$ cat src/rtl/icb_csr_bank.sv
// ICB slave register bank: CTRL/STATUS/ID plus NUM_CFG byte-maskable config registers.
// Drives the accelerator start pulse, tracks busy/done and raises a level interrupt.
module icb_csr_bank #(
    parameter int unsigned NUM_CFG  = 8,
    parameter int unsigned ADDR_W   = 12,
    parameter logic [31:0] ID_VALUE = 32'hACC0_0002
) (
    input  logic                  clk,
    input  logic                  rst,
    input  logic                  icb_cmd_valid,
    output logic                  icb_cmd_ready,
    input  logic                  icb_cmd_read,
    input  logic [31:0]           icb_cmd_addr,
    input  logic [31:0]           icb_cmd_wdata,
    input  logic [3:0]            icb_cmd_wmask,
    output logic                  icb_rsp_valid,
    input  logic                  icb_rsp_ready,
    output logic [31:0]           icb_rsp_rdata,
    output logic                  icb_rsp_err,
    output logic [NUM_CFG*32-1:0] cfg,
    output logic                  start,
    output logic                  busy,
    output logic                  irq,
    input  logic                  acc_done
);

    localparam logic [ADDR_W-1:0] OffCtrl   = ADDR_W'(0);
    localparam logic [ADDR_W-1:0] OffStatus = ADDR_W'(4);
    localparam logic [ADDR_W-1:0] OffId     = ADDR_W'(8);
    localparam logic [ADDR_W-1:0] OffCfg    = ADDR_W'(12);

    logic              rsp_valid_q, rsp_err_q, start_q, busy_q, done_q, irq_en_q, irq_q;
    logic [31:0]       rsp_rdata_q;

    logic              cmd_fire;
    logic [ADDR_W-1:0] offset, cfg_off;
    logic [ADDR_W-3:0] cfg_word;
    logic              aligned, is_ctrl, is_status, is_id, is_cfg, map_err;
    logic [NUM_CFG-1:0] cfg_sel;
    logic [31:0]       byte_mask, rd_data;
    logic              wr_ok, ctrl_wr, start_req, start_fire, start_err, done_clr, done_set;
    logic              unused_addr;

    assign icb_cmd_ready = ~rsp_valid_q | icb_rsp_ready;
    assign cmd_fire      = icb_cmd_valid & icb_cmd_ready;
    assign unused_addr   = ^{icb_cmd_addr[31:ADDR_W], cfg_off[1:0]};

    always_comb begin
        offset    = icb_cmd_addr[ADDR_W-1:0];
        cfg_off   = offset - OffCfg;
        cfg_word  = cfg_off[ADDR_W-1:2];
        aligned   = (offset[1:0] == 2'b00);
        is_ctrl   = (offset == OffCtrl);
        is_status = (offset == OffStatus);
        is_id     = (offset == OffId);
        cfg_sel   = '0;
        for (int i = 0; i < NUM_CFG; i++) begin
            cfg_sel[i] = (offset >= OffCfg) && (cfg_word == (ADDR_W-2)'(i));
        end
        is_cfg    = |cfg_sel;
        map_err   = ~aligned | ~(is_ctrl | is_status | is_id | is_cfg);
        byte_mask = {{8{icb_cmd_wmask[3]}}, {8{icb_cmd_wmask[2]}},
                     {8{icb_cmd_wmask[1]}}, {8{icb_cmd_wmask[0]}}};
    end

    always_comb begin
        wr_ok      = cmd_fire & ~icb_cmd_read & ~map_err;
        ctrl_wr    = wr_ok & is_ctrl & icb_cmd_wmask[0];
        start_req  = ctrl_wr & icb_cmd_wdata[0];
        start_fire = start_req & ~busy_q;
        // A refused START still lets the IRQ_EN bit in the same byte through.
        start_err  = start_req & busy_q;
        done_clr   = wr_ok & is_status & icb_cmd_wmask[0] & icb_cmd_wdata[0];
        done_set   = acc_done & busy_q;
    end

    always_comb begin
        rd_data = '0;
        if (is_ctrl) begin
            rd_data = {30'b0, irq_en_q, 1'b0};
        end else if (is_status) begin
            rd_data = {30'b0, busy_q, done_q};
        end else if (is_id) begin
            rd_data = ID_VALUE;
        end else begin
            for (int i = 0; i < NUM_CFG; i++) begin
                if (cfg_sel[i]) begin
                    rd_data = cfg[32*i +: 32];
                end
            end
        end
    end

    for (genvar g = 0; g < NUM_CFG; g++) begin : gen_cfg
        logic [31:0] cfg_q;
        always_ff @(posedge clk) begin
            if (rst) begin
                cfg_q <= '0;
            end else if (wr_ok && cfg_sel[g]) begin
                cfg_q <= (cfg_q & ~byte_mask) | (icb_cmd_wdata & byte_mask);
            end
        end
        assign cfg[32*g +: 32] = cfg_q;
    end

    always_ff @(posedge clk) begin
        if (rst) begin
            rsp_valid_q <= 1'b0;
            rsp_rdata_q <= '0;
            rsp_err_q   <= 1'b0;
            start_q     <= 1'b0;
            busy_q      <= 1'b0;
            done_q      <= 1'b0;
            irq_en_q    <= 1'b0;
            irq_q       <= 1'b0;
        end else begin
            if (cmd_fire) begin
                rsp_valid_q <= 1'b1;
                rsp_rdata_q <= (icb_cmd_read && !map_err) ? rd_data : 32'h0;
                rsp_err_q   <= map_err | start_err;
            end else if (icb_rsp_ready) begin
                rsp_valid_q <= 1'b0;
            end
            if (ctrl_wr) begin
                irq_en_q <= icb_cmd_wdata[1];
            end
            start_q <= start_fire;
            if (done_set) begin
                busy_q <= 1'b0;
            end else if (start_fire) begin
                busy_q <= 1'b1;
            end
            // Completion wins over a simultaneous write-1-to-clear.
            if (done_set) begin
                done_q <= 1'b1;
            end else if (done_clr) begin
                done_q <= 1'b0;
            end
            irq_q <= done_q & irq_en_q;
        end
    end

    assign icb_rsp_valid = rsp_valid_q;
    assign icb_rsp_rdata = rsp_rdata_q;
    assign icb_rsp_err   = rsp_err_q;
    assign start         = start_q;
    assign busy          = busy_q;
    assign irq           = irq_q;

endmodule

$ cat config.mk
export PLATFORM = sky130hd
export DESIGN_NAME = icb_csr_bank
export DESIGN_NICKNAME = d
export VERILOG_FILES = /design/src/rtl/icb_csr_bank.sv
export SDC_FILE = /design/constraint.sdc
export NUM_CORES = 1
export LEC_CHECK = 0
export ABC_AREA = 1
export CORE_AREA = 2 2 186 188
export DETAILED_ROUTE_END_ITERATION = 12
export DIE_AREA = 0 0 188 190
export PLACE_DENSITY = 0.73
export SLEW_MARGIN = 40
export SYNTH_ARGS = -nofsm -noshare
export SYNTH_HDL_FRONTEND = slang
export SYNTH_SLANG_ARGS = --single-unit
$ cat constraint.sdc
create_clock -name clk -period 3.5 [get_ports clk]
set_input_delay 0.7 -clock clk [delete_from_list [all_inputs] [get_ports clk]]
set_output_delay 0.7 -clock clk [all_outputs]
set_load 0.01 [all_outputs]
==> results.md, run 1 <==
Timing:
- On the final layout, the worst clock skew is 0.01057 ns.
- The final critical path time including I/O delays and setup is 3.057 ns.
- The smallest hold slack is 0.4614 ns.
- Setup repair after global routing left no endpoint under its margin.
- The sum of negative setup slack is 0 ns.
- The final-report hold violation count is 0.
- The count of final max-slew check failures came to 0.
- The slack of the critical path is 0.4427 ns.
- For the pin with the worst max-slew slack, the measured transition is 0.6839 ns.
- The final setup violation count is 0.
- The final critical path takes up 87.35% of the cycle.
- The max-slew headroom at the worst pin is 54.26%.
- For this run, the top clock speed supported by timing is 327.1 MHz.

Critical path:
- The endpoint kind of the worst setup timing path is a flip-flop.
- In this run the worst path has a maximum fanout of 9.
- The critical path class is in -> reg.
- Data on the critical path is required at its endpoint by 3.88 ns.
- The worst setup path is launched from an input port.
- The data arrival time of the critical path is 3.43 ns.

Global route:
- Global routing consumed, over all layers together, 29.36% of the routing resources.
- The first global-routing pass estimated 82490 um of wire.
- The number of antenna violations at the first check in global routing is 1.
- Entering global routing, the biggest net connects 132 pins.
- The via count of the first global-routing pass is 14800.
- The total overflow left after global routing is 0.

Routing:
- The number of DRC markers in iteration 0 is 1512.
- Signal routing reaches up to met4.
- The number of vias per cell is 5.050.
- The final layout contains routed wiring with a total length of 54250 um.
- The pre-antenna-repair detailed-routing pass consisted of 8 iterations.
- The routed design uses 4236 um of met3 wire.
- The total met2 wirelength after detailed routing is 24420 um.
- In this run the remaining antenna-violating nets after routing total 0.
- The overall via count from detail_route is 15500.
- The DRC violation count after routing is 0.
- Dividing the detail-routed wire length by the instance count gives 17.67 um.
- The wire length on met1 is 23090 um.

Die:
- The die is 190 um tall.
- The floorplan die width is 188 um.
- The floorplan has 68 rows.
- The initial core utilization is 41.36%.
- The die outline area is 35720 sq um.
- The core box area is 33950 sq um.
- The boundary pin count is 368.

Clocking:
- The post-cts resize count is 0.
- The clock tree from TritonCTS is yes.
- In this run, CTS created clock tree buffers numbering 34.
- The post-cts hold buffer count is 0.
- In this run the deepest clock path goes through 3 buffers.
- The number of buffers inserted to repair setup after CTS is 0.
- Clock tree synthesis found a total of 295 sinks.
- Clock tree synthesis selected as its root buffer the cell clkbuf_16.
- After clock tree synthesis, the clock-pin slew on the worst setup and hold paths is 0.06 ns.
- For the worst-skew pair, the clock arrives at the later sink with an insertion delay of 0.51 ns.
- The H-tree depth is 2.

Synth:
- The flip-flop and latch count after synthesis is 295.
- The synthesis warning total is 0.
- The average instance in the mapped netlist occupies 6.388 sq um.
- The number of nets produced by synthesis is 2272.
- The post-synthesis instance area is 14040 sq um.
- The synthesized netlist cell count is 2198.
- Sequential elements use 42.06% of the synthesized area.
- Yosys mapped the design onto 30 distinct sky130hd cell types.

Worst hold path:
- The class of the worst hold path is reg -> reg.

Finish:
- Summing all multi-input logic gate instances after layout gives 6309 sq um.
- The sequential cells in the finished layout cover a total of 5906 sq um.
- The area growth from synthesis to final layout is 39.70%.
- The filler cells instantiated in the layout total 3137.
- The net count reported at finish is 2667.
- Cells with a size suffix above 1 make up 8.263% of the layout.

Placed design:
- In this run the tool buffered the top-level ports with 347 buffer cells.
- Detailed placement finished with a half-perimeter wire length of 40030 um.
- The worst slack at placement is -0.04617 ns.
- The routability congestion estimate from global placement is 0.9145.

Outcome:
- The flow ran to the end, and the final reports show no timing, DRC or antenna violations.

Power:
- In this run the power density over the cells is 364.1 nW/um^2.
- Across the VDD grid, the largest voltage drop is 0.2422 mV.
- Summed over all cells, the static leakage comes to 9.378 nW.

Run:
- Across the run, the number of max-cap violations was 0.
report_power, final:
part | internal (mW) | switching (mW)
clock network | 2.05 | 1.43
registers | 3.36 | 0.000937
logic | 0.0984 | 0.202
total | 5.51 | 1.63
cell usage in the layout (no fill, tap or decap), drive strengths merged, types with 10 or more instances in the layout:
cell / n
clkdlybuf4s50: 346
clkbuf: 49
inv: 413
o21ai: 94
o211ai: 10
dfxtp: 295
a21oi: 316
nor2: 107
nand3: 48
nand4: 16
nand2: 795
buf: 83
final timing paths:
check                   from         to  slack (ns)  cells after the start
max          icb_cmd_addr[5]  flip-flop        0.44                     17
min                 irq_en_q        irq        0.46                      2
min reg2reg         irq_en_q        irq        0.46                      2
max reg2reg    icb_rsp_valid  flip-flop        1.52                      9
area by class of cell:
type | instances | area share, %
Tap cell | 455 | 2.902
Timing Repair Buffer | 429 | 21.39
Clock buffer | 49 | 5.090
Multi-Input combinational cell | 1418 | 32.16
Clock inverter | 8 | 0.3636
Inverter | 415 | 7.967
Sequential cell | 295 | 30.11
Antenna cell | 1 | 0.01276
logic make-up after synthesis:
logic type | synth area share [%]
DFF | 42.06
buffers and inverters | 13.03
AOI/OAI and AO/OA | 16.05
and+or+nand+nor | 28.86
critical path: stages:
cell and delay (ns):
clkdlybuf4s50_1 0.43, nor2_1 0.22, nand2_1 0.13, nand2_1 0.08
nand3_1 0.15, nor2_2 0.19, buf_4 0.16, nand3_1 0.09
nand2_1 0.08, nor2_1 0.05, nand3_2 0.11, nand3_4 0.08
buf_12 0.17, nor2_4 0.24, nand2_2 0.23, inv_2 0.22
a21oi_1 0.10
cell usage after synthesis, drive strengths merged:
cell | count | area [sq um]
a221oi | 1 | 8.760
o21a | 1 | 7.510
a21oi | 316 | 1582
nand3 | 48 | 262.8
buf | 9 | 42.54
clkbuf | 61 | 229.0
dfxtp | 295 | 5906
clkinv | 3 | 11.26
nor3 | 8 | 51.30
o22ai | 8 | 50.05
nand4 | 16 | 100.1
o211ai | 10 | 75.07
o21bai | 8 | 60.06
nor4 | 2 | 12.51
o21ai | 94 | 470.5
inv | 412 | 1546
nand3b | 4 | 30.03
nand2 | 795 | 3127
nor2 | 107 | 469.2
metal layers:
layer	vias to the layer above	GRT usage, %
met5	-	0
met4	0	13.66
met3	134	5.128
met2	712	46.74
met1	7132	38.83
li1	7526	-
per-stage QoR:
stage	instances	util, %	power, mW	area (sq um)
6_report	3070	57.78	7.141	19620
5_1_grt	3069	57.77	7.332	19610
4_1_cts	3069	57.77	7.164	19610
3_5_place_dp	3012	54.62	3.730	18540
3_3_place_gp	3012	54.62	3.729	18540
2_1_floorplan	2198	-	3.574	14040
Power figures use the tool's default switching activity.
==> run 2: changes to the inputs <==
--- a/config.mk
+++ b/config.mk
@@ -9,7 +9,8 @@
 export CORE_AREA = 2 2 186 188
 export DETAILED_ROUTE_END_ITERATION = 12
 export DIE_AREA = 0 0 188 190
-export PLACE_DENSITY = 0.73
+export DONT_BUFFER_PORTS = 1
+export PLACE_DENSITY = 0.59
 export SLEW_MARGIN = 40
 export SYNTH_ARGS = -nofsm -noshare
 export SYNTH_HDL_FRONTEND = slang
==> results.md, run 2 (synthesis results as in run 1) <==
Die:
- Once the floorplan was initialized, standard cells occupied 41.36% of the core.
- The die outline area is 35720 sq um.
- During I/O placement, the number of pins put on the boundary was 368.
- Measured along the y axis, the die boundary spans 190 um.
- After floorplanning, the core was divided into 68 placement rows.
- The floorplan step defined a core boundary enclosing 33950 sq um.
- The floorplan die width is 188 um.

Routing:
- The average wire length per cell after detail routing is 19.24 um.
- The number of vias per cell is 5.063.
- The number of DRC markers in iteration 0 is 911.
- The DRC violation count after routing is 0.
- Once detail routing completed, the nets flagged for antenna violations numbered 0.
- The first-pass iteration count of the detailed router is 8.
- The total wire length after detailed routing is 51500 um.
- The routed layout has 13550 vias.

Global route:
- The via count of the first global-routing pass is 12720.
- The number of antenna violations at the first check in global routing is 0.
- The first global-routing pass estimated 76820 um of wire.
- Entering global routing, the biggest net connects 86 pins.
- Global routing finished with a remaining overflow of 0.
- Global routing used 28.07% of the available tracks across all layers.

Clocking:
- The post-cts resize count is 0.
- The clock tree from TritonCTS is yes.
- The maximum count of clock buffers along a single path is 3.
- The number of buffers inserted to repair setup after CTS is 0.
- After clock tree synthesis, the clock-pin slew on the worst setup and hold paths is 0.06 ns.
- After clock tree synthesis, the flow added hold-fix buffers numbering 0.
- The library cell used as clock root buffer is clkbuf_16.
- At the later pin of the worst-skew pair, clock insertion delay measures 0.51 ns.
- The number of clock buffers inserted by TritonCTS is 35.
- The number of clock sinks is 295.
- The H-tree depth is 2.

Timing:
- Across all hold checks on the routed design, the worst slack comes to 0.2509 ns.
- Clock skew on the completed layout was measured at 0.01215 ns.
- The worst pin sits at a relative slew slack of 52.22%.
- The sum of negative setup slack is 0 ns.
- The final-report hold violation count was 0.
- Setup violations remaining at the end of the flow were counted as 0.
- The smallest clock period supported by the final layout is computed as 2.755 ns.
- The slack of the critical path is 0.7449 ns.
- The post-route clock period utilization is 78.72%.
- Setup repair after global routing left no endpoint under its margin.
- Based on the critical path, the design can be clocked at up to 363.0 MHz.
- The actual transition at the worst max-transition pin is 0.7102 ns.
- The count of final max-slew check failures is 0.

Power:
- In this run, the combinational gates consume 2.7% of the power.
- The net switching share of the total power is 21.94%.
- The worst-case IR drop observed on VDD is 0.3027 mV.
- In this run the static leakage power is 7.981 nW.
- The internal power contribution is 5.848 mW.
- In this run the power spent charging and discharging nets is 1.644 mW.
- The areal power density over the cells is 472.0 nW/um^2.
- The clock network is responsible for 52.4% of the overall power.
- In this run, flip-flops and latches consume 44.9% of the power.

Worst hold path:
- The tightest min-delay check is of the in -> reg type.

Critical path:
- STA classifies the critical path startpoint as an input port.
- Data on the critical path is required at its endpoint by 3.88 ns.
- The critical path class is in -> reg.
- The maximum fanout along the worst path is 11.
- At the worst endpoint, the arrival time is 3.14 ns.
- The endpoint kind of the worst setup timing path is a flip-flop.

Placed design:
- After legalization and detailed placement, the total HPWL measured 38820 um.
- The routability congestion estimate from global placement is 0.9286.
- The number of cells in the design after placement is 2615.
- Timing analysis after detailed placement gives a worst setup slack of 0.2114 ns.
- Input and output buffers added on the ports amount to 0.

Finish:
- At the end of the flow, the number of nets in the layout was 2271.
- The count of cells in the finished layout, fillers not included, comes to 2677.
- The most common cell after layout, fill and taps aside is nand2_1.
- In the layout the commonest cells are nand2_1 (762), inv_1 (378), a21oi_1 (316).
- The antenna diode instance count is 0.
- The layout cell share with drive strength beyond 1 is 7.561%.
- Compared with the post-synthesis result, the final layout area differs by 13.05%.

Run:
- The max-cap check violation count is 0.

Outcome:
- The run finished with clean final reports.
-- run 2: changes by cell type in the layout (fill, tap and decap cells not counted), moves of 2 or more --
cell / before / now
clkbuf_8: 7 / 11
clkbuf_1: 7 / 9
clkdlybuf4s50_1: 346 / 0
clkinv_2: 5 / 1
buf_12: 9 / 4
buf_4: 73 / 28
clkbuf_16: 35 / 37
bufinv_16: 1 / 4
-- run 2: worst paths after layout --
| path | startpoint | to | slack, ns | depth (start not counted) |
|---|---|---|---|---|
| min | rst | icb_rsp_valid | 0.25 | 1 |
| min reg2reg | done_q | done_q | 0.49 | 2 |
| max | icb_cmd_addr[5] | flip-flop | 0.74 | 14 |
| max reg2reg | icb_rsp_valid | flip-flop | 1.28 | 8 |
-- run 2: power groups by stage --
stage,Clock [mW],Combinational (mW),Sequential [mW]
2_1_floorplan,0,0.139,3.44
3_3_place_gp,0,0.200,3.44
3_5_place_dp,0,0.203,3.44
4_1_cts,3.98,0.203,3.36
5_1_grt,4.11,0.216,3.36
6_report,3.93,0.203,3.36
-- run 2: critical path: stages --
cell and delay [ns]:
nor2_1 0.19, nand2_1 0.13, nor2_1 0.12, nor2_1 0.05
nor2_2 0.40, nand3_1 0.16, nand2_1 0.10, nor2_1 0.07
nand3_2 0.13, nand3_4 0.25, nor2_4 0.36, nand2_4 0.16
inv_2 0.19, a21oi_1 0.10
-- run 2: routing by layer --
layer / wire length [um] / vias up / GRT usage (%) / share of wire, %
li1: - / 6773 / - / -
met4: 1646 / 0 / 10.05 / 3.2
met1: 18990 / 6197 / 30.44 / 37
met2: 25570 / 489 / 49.87 / 50
met5: 0 / - / 0 / 0
met3: 5295 / 95 / 10.68 / 10
-- run 2: stage by stage --
step,utilization (%),instance area (sq um),power [mW]
2_1_floorplan,-,14040,3.574
3_5_place_dp,43.12,14640,3.638
4_1_cts,46.76,15870,7.547
3_3_place_gp,43.12,14640,3.636
6_report,46.76,15870,7.491
5_1_grt,46.76,15870,7.689
-- run 2: cell type report --
class / count / area [sq um]
Clock buffer: 57 / 1111
Sequential cell: 295 / 5906
Clock inverter: 5 / 125.1
Multi-Input combinational cell: 1418 / 6309
Timing Repair Buffer: 32 / 290.3
Fill cell: 3502 / 18070
Inverter: 415 / 1563
Tap cell: 455 / 569.3
